[src/rtl/eth_f_avst_rx_pkt_monitor.sv]
// Passive AVST RX tap that tracks frame boundaries and keeps saturating frame statistics.
// Latency: counters, o_last_len and o_in_pkt reflect an accepted beat on the following cycle.
// Backpressure: none exerted; a beat is counted only when valid & ready, and stalled beats leave state unchanged.
//
// Ports:
//   i_clk_rx, i_arst              RX clock; asynchronous active-low reset (release synchronised internally)
//   i_avst_rx_valid/ready         tapped handshake; a beat is accepted when both are high
//   i_avst_rx_sop/eop/empty       tapped framing; empty is used only on the eop beat, clamped to NB-1
//   i_stats_clr                   synchronous clear of counters and o_last_len (FSM untouched)
//   o_pkt_cnt .. o_framing_err_cnt saturating statistics, CNT_W bits each
//   o_last_len                    length in bytes of the most recently completed frame
//   o_in_pkt                      high while a frame is open
module eth_f_avst_rx_pkt_monitor #(
  parameter int WIDTH       = 64,
  parameter int WORDS       = 1,
  parameter int EMPTY_WIDTH = 6,
  parameter int MIN_LEN     = 64,
  parameter int MAX_LEN     = 9600,
  parameter int CNT_W       = 32
) (
  input  logic                   i_clk_rx,
  input  logic                   i_arst,
  input  logic                   i_avst_rx_valid,
  input  logic                   i_avst_rx_ready,
  input  logic                   i_avst_rx_sop,
  input  logic                   i_avst_rx_eop,
  input  logic [EMPTY_WIDTH-1:0] i_avst_rx_empty,
  input  logic                   i_stats_clr,
  output logic [CNT_W-1:0]       o_pkt_cnt,
  output logic [CNT_W-1:0]       o_byte_cnt,
  output logic [CNT_W-1:0]       o_runt_cnt,
  output logic [CNT_W-1:0]       o_oversize_cnt,
  output logic [CNT_W-1:0]       o_framing_err_cnt,
  output logic [15:0]            o_last_len,
  output logic                   o_in_pkt
);

  localparam int          NB     = (WIDTH * WORDS) / 8;
  localparam logic [31:0] NB_32  = 32'(NB);
  localparam logic [16:0] NB_17  = 17'(NB);
  localparam logic [31:0] MIN_32 = 32'(MIN_LEN);
  localparam logic [31:0] MAX_32 = 32'(MAX_LEN);
  // Adder width for the byte counter: wide enough for either operand plus carry.
  localparam int          AW     = ((CNT_W > 16) ? CNT_W : 16) + 1;

  typedef enum logic {IDLE, IN_PKT} state_t;

  function automatic logic [15:0] sat16(input logic [16:0] x);
    return x[16] ? 16'hFFFF : x[15:0];
  endfunction

  function automatic logic [CNT_W-1:0] inc_sat(input logic [CNT_W-1:0] c);
    return (&c) ? c : c + CNT_W'(1);
  endfunction

  function automatic logic [CNT_W-1:0] add_sat(input logic [CNT_W-1:0] c, input logic [15:0] l);
    logic [AW-1:0] s;
    s = AW'(c) + AW'(l);
    if (s > AW'({CNT_W{1'b1}})) return {CNT_W{1'b1}};
    return s[CNT_W-1:0];
  endfunction

  // Reset synchroniser: assertion is immediate, release takes two clock edges.
  logic [1:0] rst_sync_q;
  logic       rst_n;

  always_ff @(posedge i_clk_rx or negedge i_arst) begin
    if (!i_arst) rst_sync_q <= 2'b00;
    else         rst_sync_q <= {rst_sync_q[0], 1'b1};
  end
  assign rst_n = rst_sync_q[1];

  state_t      state_q, state_d;
  logic [15:0] run_q, run_d;
  logic        acc;
  logic [16:0] empty_cl;
  logic [15:0] single_len, multi_len, run_inc;
  logic        done;
  logic [15:0] done_len;
  logic        ferr;

  assign acc = i_avst_rx_valid & i_avst_rx_ready;

  // Out-of-range empty is clamped so every eop beat contributes at least one byte.
  always_comb begin
    if (32'(i_avst_rx_empty) >= NB_32) empty_cl = NB_17 - 17'd1;
    else                               empty_cl = 17'(i_avst_rx_empty);
  end

  assign single_len = 16'(NB_17 - empty_cl);
  assign multi_len  = sat16({1'b0, run_q} + NB_17 - empty_cl);
  assign run_inc    = sat16({1'b0, run_q} + NB_17);

  always_ff @(posedge i_clk_rx or negedge rst_n) begin
    if (!rst_n) begin
      state_q <= IDLE;
      run_q   <= '0;
    end else begin
      state_q <= state_d;
      run_q   <= run_d;
    end
  end

  always_comb begin
    state_d  = state_q;
    run_d    = run_q;
    done     = 1'b0;
    done_len = '0;
    ferr     = 1'b0;
    if (acc) begin
      if (i_avst_rx_sop) begin
        // A sop inside an open frame abandons that frame and starts afresh.
        ferr = (state_q == IN_PKT);
        if (i_avst_rx_eop) begin
          done     = 1'b1;
          done_len = single_len;
          state_d  = IDLE;
          run_d    = '0;
        end else begin
          state_d = IN_PKT;
          run_d   = NB_17[15:0];
        end
      end else if (state_q == IDLE) begin
        ferr = 1'b1;
      end else if (i_avst_rx_eop) begin
        done     = 1'b1;
        done_len = multi_len;
        state_d  = IDLE;
        run_d    = '0;
      end else begin
        run_d = run_inc;
      end
    end
  end

  logic [CNT_W-1:0] pkt_q, byte_q, runt_q, ovs_q, ferr_q;
  logic [15:0]      last_q;

  always_ff @(posedge i_clk_rx or negedge rst_n) begin
    if (!rst_n) begin
      pkt_q  <= '0;
      byte_q <= '0;
      runt_q <= '0;
      ovs_q  <= '0;
      ferr_q <= '0;
      last_q <= '0;
    end else if (i_stats_clr) begin
      pkt_q  <= '0;
      byte_q <= '0;
      runt_q <= '0;
      ovs_q  <= '0;
      ferr_q <= '0;
      last_q <= '0;
    end else begin
      if (ferr) ferr_q <= inc_sat(ferr_q);
      if (done) begin
        pkt_q  <= inc_sat(pkt_q);
        byte_q <= add_sat(byte_q, done_len);
        last_q <= done_len;
        if (32'(done_len) < MIN_32) runt_q <= inc_sat(runt_q);
        if (32'(done_len) > MAX_32) ovs_q  <= inc_sat(ovs_q);
      end
    end
  end

  assign o_pkt_cnt         = pkt_q;
  assign o_byte_cnt        = byte_q;
  assign o_runt_cnt        = runt_q;
  assign o_oversize_cnt    = ovs_q;
  assign o_framing_err_cnt = ferr_q;
  assign o_last_len        = last_q;
  assign o_in_pkt          = (state_q == IN_PKT);

endmodule

[config.mk]
export PLATFORM = sky130hd
export DESIGN_NAME = eth_f_avst_rx_pkt_monitor
export DESIGN_NICKNAME = d
export VERILOG_FILES = /design/src/rtl/eth_f_avst_rx_pkt_monitor.sv
export SDC_FILE = /design/constraint.sdc
export NUM_CORES = 1
export LEC_CHECK = 0
export ABC_AREA = 1
export CAP_MARGIN = 40
export CORE_UTILIZATION = 60
export CTS_CLUSTER_SIZE = 14
export DETAILED_ROUTE_END_ITERATION = 7
export MAX_ROUTING_LAYER = met4
export PLACE_DENSITY_LB_ADDON = 0.1
export SYNTH_ARGS = -nofsm -noshare
export SYNTH_HDL_FRONTEND = slang
export SYNTH_SLANG_ARGS = --single-unit
[constraint.sdc]
create_clock -name i_clk_rx -period 10.7 [get_ports i_clk_rx]
set_input_delay 2.14 -clock i_clk_rx [delete_from_list [all_inputs] [get_ports i_clk_rx]]
set_output_delay 2.14 -clock i_clk_rx [all_outputs]
set_load 0.01 [all_outputs]
* Yosys cells after proc, flatten, opt, wreduce, memory -nomap -nowiden
Cells that the tools add are included.
Cells by class: reductions and logical operators 14, magnitude comparators 4, bitwise operators 1, add/sub/neg operators 8, equality and inequality tests 4, muxes and demuxes 45
Operators with widths (count):
- 32-bit two-way mux | 18
- 16-bit two-way mux | 12
- 32-bit by 1-bit adder with 32-bit output, second input constant | 4
- 32-bit AND reduction | 4
- 32-bit by 16-bit adder with 33-bit output | 1
- 33-bit by 32-bit > comparator with 1-bit output, second input constant | 1
- 16-bit by 4-bit adder with 17-bit output, second input constant | 1
- 17-bit subtractor | 1
- 16-bit by 14-bit > comparator with 1-bit output, second input constant | 1
- 16-bit by 7-bit < comparator with 1-bit output, second input constant | 1
- 4-bit by 16-bit subtractor with 16-bit output, first input constant | 1
- 1-bit two-way mux | 13
- 2-bit nonzero test | 5
- 2-bit inequality test, second input constant | 4
- 6-bit by 4-bit >= comparator with 1-bit output, second input constant | 1
- 6-bit two-way mux | 1
- 2-bit AND reduction | 3
- 3-bit AND reduction | 2
- 4-bit two-way mux | 1
- 1-bit AND | 1
Word-level totals: register bits after elaboration 195, output and inout bits 177, input port bits 13, logic and storage cells 85

* Longest topological paths before layout
word-level depth 16, depth in mapped cells 34, mapped depth without buffers 34

* Worst setup path after synthesis
Ideal clock, no wire load.
path kind input to register, from input i_avst_rx_empty[4], to register byte_q[18], in the netlist o_byte_cnt[18], data required time 10.583 ns, buffers on the path 1, data arrival time 5.607 ns, slack 4.976 ns, library setup time 0.117 ns, stages on the path 31, cells stage by stage nor3_1 -> inv_1 -> nor2_1 -> inv_1 -> ha_1 -> fa_1 -> inv_1 -> nand2_1 -> nand3_1 -> nor2_4 -> nand2_4 -> nor2_8 -> nand3_4 -> nand2_4 -> inv_4 -> nand2_1 -> a22oi_1 -> inv_1 -> ha_1 -> fa_1 -> nand3_1 -> nand2_2 -> nand2_2 -> o21ai_4 -> nand2_2 -> nand2_2 -> nand3_4 -> buf_6 -> nand3_1 -> nand2_1 -> nand2_1
Between the ends: word-level cells in the longest chain between the ends 16, elaborated cells on any way between the ends 18, classes of those cells add/sub: 3; order compare: 2; mux: 13
RTL lines:
- start, declared | line 27 | input logic [EMPTY_WIDTH-1:0] i_avst_rx_empty,
- 6-bit by 4-bit >= comparator with 1-bit output | line 86 | if (32'(i_avst_rx_empty) >= NB_32) empty_cl = NB_17 - 17'd1;
- 6-bit two-way mux * | line 86
- 17-bit subtractor | line 91 | assign multi_len = sat16({1'b0, run_q} + NB_17 - empty_cl);
- 16-bit two-way mux | line 49 | return x[16] ? 16'hFFFF : x[15:0];
- 16-bit two-way mux | line 125 | end else if (i_avst_rx_eop) begin
- 16-bit two-way mux | line 123 | end else if (state_q == IDLE) begin
- 16-bit two-way mux * | line 111 | if (i_avst_rx_sop) begin
- 16-bit two-way mux * | line 110 | if (acc) begin
- 32-bit by 16-bit adder with 33-bit output * | line 58 | s = AW'(c) + AW'(l);
- 33-bit by 32-bit > comparator with 1-bit output | line 59 | if (s > AW'({CNT_W{1'b1}})) return {CNT_W{1'b1}};
- 1-bit two-way mux | line 59
- 1-bit two-way mux | line 156 | if (done) begin
- 1-bit two-way mux | line 147 | end else if (i_stats_clr) begin
- 32-bit two-way mux * | line 60 | return s[CNT_W-1:0];
- 32-bit two-way mux * | line 156
- 32-bit two-way mux * | line 147
- end signal, assigned | line 158 | byte_q <= add_sat(byte_q, done_len);
- end, declared | line 136 | logic [CNT_W-1:0] pkt_q, byte_q, runt_q, ovs_q, ferr_q;
Every way passes the cells marked *; elsewhere a longest branch is shown, timed or not. The select of a mux whose other input is x is not followed. A chain may end at the register's enable or synchronous reset.

* Worst setup path after layout
from input i_avst_rx_empty[4], to register byte_q[14], in the netlist o_byte_cnt[14]
Same word-level chain as after synthesis.

==> reports/results.ini <==
[placed_design]
io_buffers = 189
detailed_place_hpwl_um = 29000
gp_congestion = 1.01

[cts]
clk_latency_ns = 0.46
cts_tree = done
h-tree-depth = 4
clk_pin_slew_worst_paths_ns = 0.07
hold_buffers = 0
clk_path_buf_depth = 2
ctsResizeCount = 0
cts-root-buf = clkbuf_16
post_cts.repair.setup_buffers = 0
numCtsBuffers = 17
cts_sinks = 193

[sta]
min_period_over_period = 0.607
fin_crit_ns = 6.50
skew_ns = 0.0170
tightest_slew_ns = 0.807
setup_tns_ns = 0
maxSlewViolCount = 0
grt_setup_unrepaired = false
hold_viol = 0
slew_headroom = 0.455
fmax_mhz = 154
setup-violations-final = 0

[yosys]
synth_seq_cells = 193
ys.warnings.count = 0
syn_avg_cell_area_um2 = 7.03
syn-cell-area_um2 = 13400
syn_inst = 1913
synth_top_area_frac = 0.359
synthTopCellsByArea = dfrtp_1 36%, nand2_1 14%, inv_1 7.5%
netlist-cell-type-count = 60
synth_top_area_cell = dfrtp_1
ys_seq_area_frac = 0.359

[floorplan]
die_x_um = 152
dieArea_um2 = 23000
die_h_um = 152
coreArea_um2 = 21900
ioPinCount = 190
num_rows = 54
initial_core_util = 0.614

[worst_setup_path]
worst-path-max-fanout = 31
cp_slowest_cell = fa_1
worstSetupEndpointType = flop
criticalPathCategory = primary input to flop
crit_path_max_incr_delay_ns = 0.45
cp-start-kind = primary input
cp.arrival_ns = 6.83
cp.required_ns = 11.04

[finish]
final_cell_mix = 500 x nand2_1, 267 x inv_1, 192 x dfrtp_1
final_common_cell = nand2_1
nets = 2131
drive_gt1_frac = 0.0680
area_delta_synth_final_pct = 20.4
n_fill_cell = 1817
insertedDiodeCount = 0

[hold_path]
hp-class = flop to asynchronous set/reset pin

[detailed_routing]
ant_nets = 0
met2_length_um = 17900
drc_errors = 0
wl_per_cell_um = 16.4
drtIter0Drc = 1020
vias = 13655
dr.pass1.iters = 5
avgViaCountPerCell = 5.73
totalWireLength_um = 39200
wl_met1_um = 17200
wl_met3_um = 3110
top_layer = met4

[global_route]
gr-total-overflow = 0
track_usage = 0.355
grt_pass1_wl_um = 62300
grt_pass1_vias = 12526
antenna_found_initial = 0
grt_max_degree = 70

[pwr]
power_uw = 1590
ir_worst_vdd_mv = 0.0881
leakage_uw = 0.00741
power_density_nw_per_um2 = 98.3

[run]
drv_cap = 0

[run_status]
outcome = finished, final reports clean

## path summary, 6_finish.rpt
check / start / end / slack (ns) / cells after the start
setup / recovery: i_avst_rx_empty[4] / o_byte_cnt[14] / 4.20 / 31
hold / removal: rst_sync_q[1] / run_q[11] / 0.29 / 0
setup reg to reg: run_q[4] / o_byte_cnt[14] / 5.73 / 31
hold reg to reg: rst_sync_q[1] / run_q[11] / 0.29 / 0
max in group asynchronous: rst_sync_q[1] / o_runt_cnt[26] / 8.46 / 4
min in group i_clk_rx: rst_sync_q[0] / rst_sync_q[1] / 0.38 / 0
## cell usage after synthesis (all sizes together)
master and instances:
o221a 1, nand3 151, a311oi 1, o41ai 1
o211a 1, a22o 2, nor3b 4, ha 26
nand2 529, dfrtp 193, a21boi 1, o311ai 1
and3 3, a221oi 1, xnor2 19, or2 2
buf 24, fa 2, nor2 185, a21oi 60
a41oi 1, nand3b 3, o21a 10, a31o 1
a211oi 6, o31ai 5, clkbuf 25, a31oi 3
nor4 30, o22ai 9, nor3 77, nor4b 1
clkinv 2, inv 273, nand4 87, a22oi 2
o21ai 116, a21o 1, o21bai 2, conb 1
xor2 51
## sequential cells by signal, summed over array words and instances, names as in the netlist
signal	count
o_byte_cnt	32
o_framing_err_cnt	32
o_in_pkt	1
o_last_len	16
o_oversize_cnt	32
o_pkt_cnt	32
o_runt_cnt	32
rst_sync_q	2
run_q	14
## worst max-delay path, delay by kind of cell
family	cells	cell delay, ns
buffers and inverters	6	0.87
adders and majority gates	4	1.29
and+or+nand+nor	19	2.09
AOI/OAI and AO/OA	2	0.42
## layout make-up
class                   count  area, um^2  share of cell area
multi-input cells        1401        7350               0.454
flip-flops and latches    193        4830               0.299
repair buffers            202        2030               0.125
inverters                 275        1040              0.0641
clock buffers              21         460              0.0284
well taps                 280         350              0.0216
clock inverters            11         129             0.00796
## where the power goes
group          switching, uW  internal (uW)
Combinational            119           57.1
Sequential              10.5            736
Clock                    309            360
Total                    439           1150
## per-layer routing
metal	track usage	vias up
met3	0.0695	68
met1	0.471	6416
met4	0.112	0
met5	-	-
li1	-	6632
met2	0.548	539
## logic make-up (layout without fill, tap and decap cells)
group | count (synthesis) | in the layout | synth area share
simple gates | 1072 | 1072 | 0.374
other cells | 1 | 6 | 0.000279
xor+xnor | 70 | 70 | 0.0456
compound gates | 225 | 225 | 0.0979
buf+inv | 324 | 509 | 0.0960
flops | 193 | 193 | 0.359
fa+ha+maj | 28 | 28 | 0.0272
## through the flow
step	area [um^2]	utilization	hold WS (ns)	setup slack, ns	cells
after floorplan	13500	-	0.331	4.92	1918
after global placement	15500	0.709	0.344	3.91	2346
after detailed placement	15600	0.712	0.316	3.82	2351
after CTS	16200	0.739	0.315	4.25	2383
after global routing	16200	0.739	0.344	3.82	2383
final	16200	0.739	0.289	4.20	2383
(Power assumes the default switching activity.)
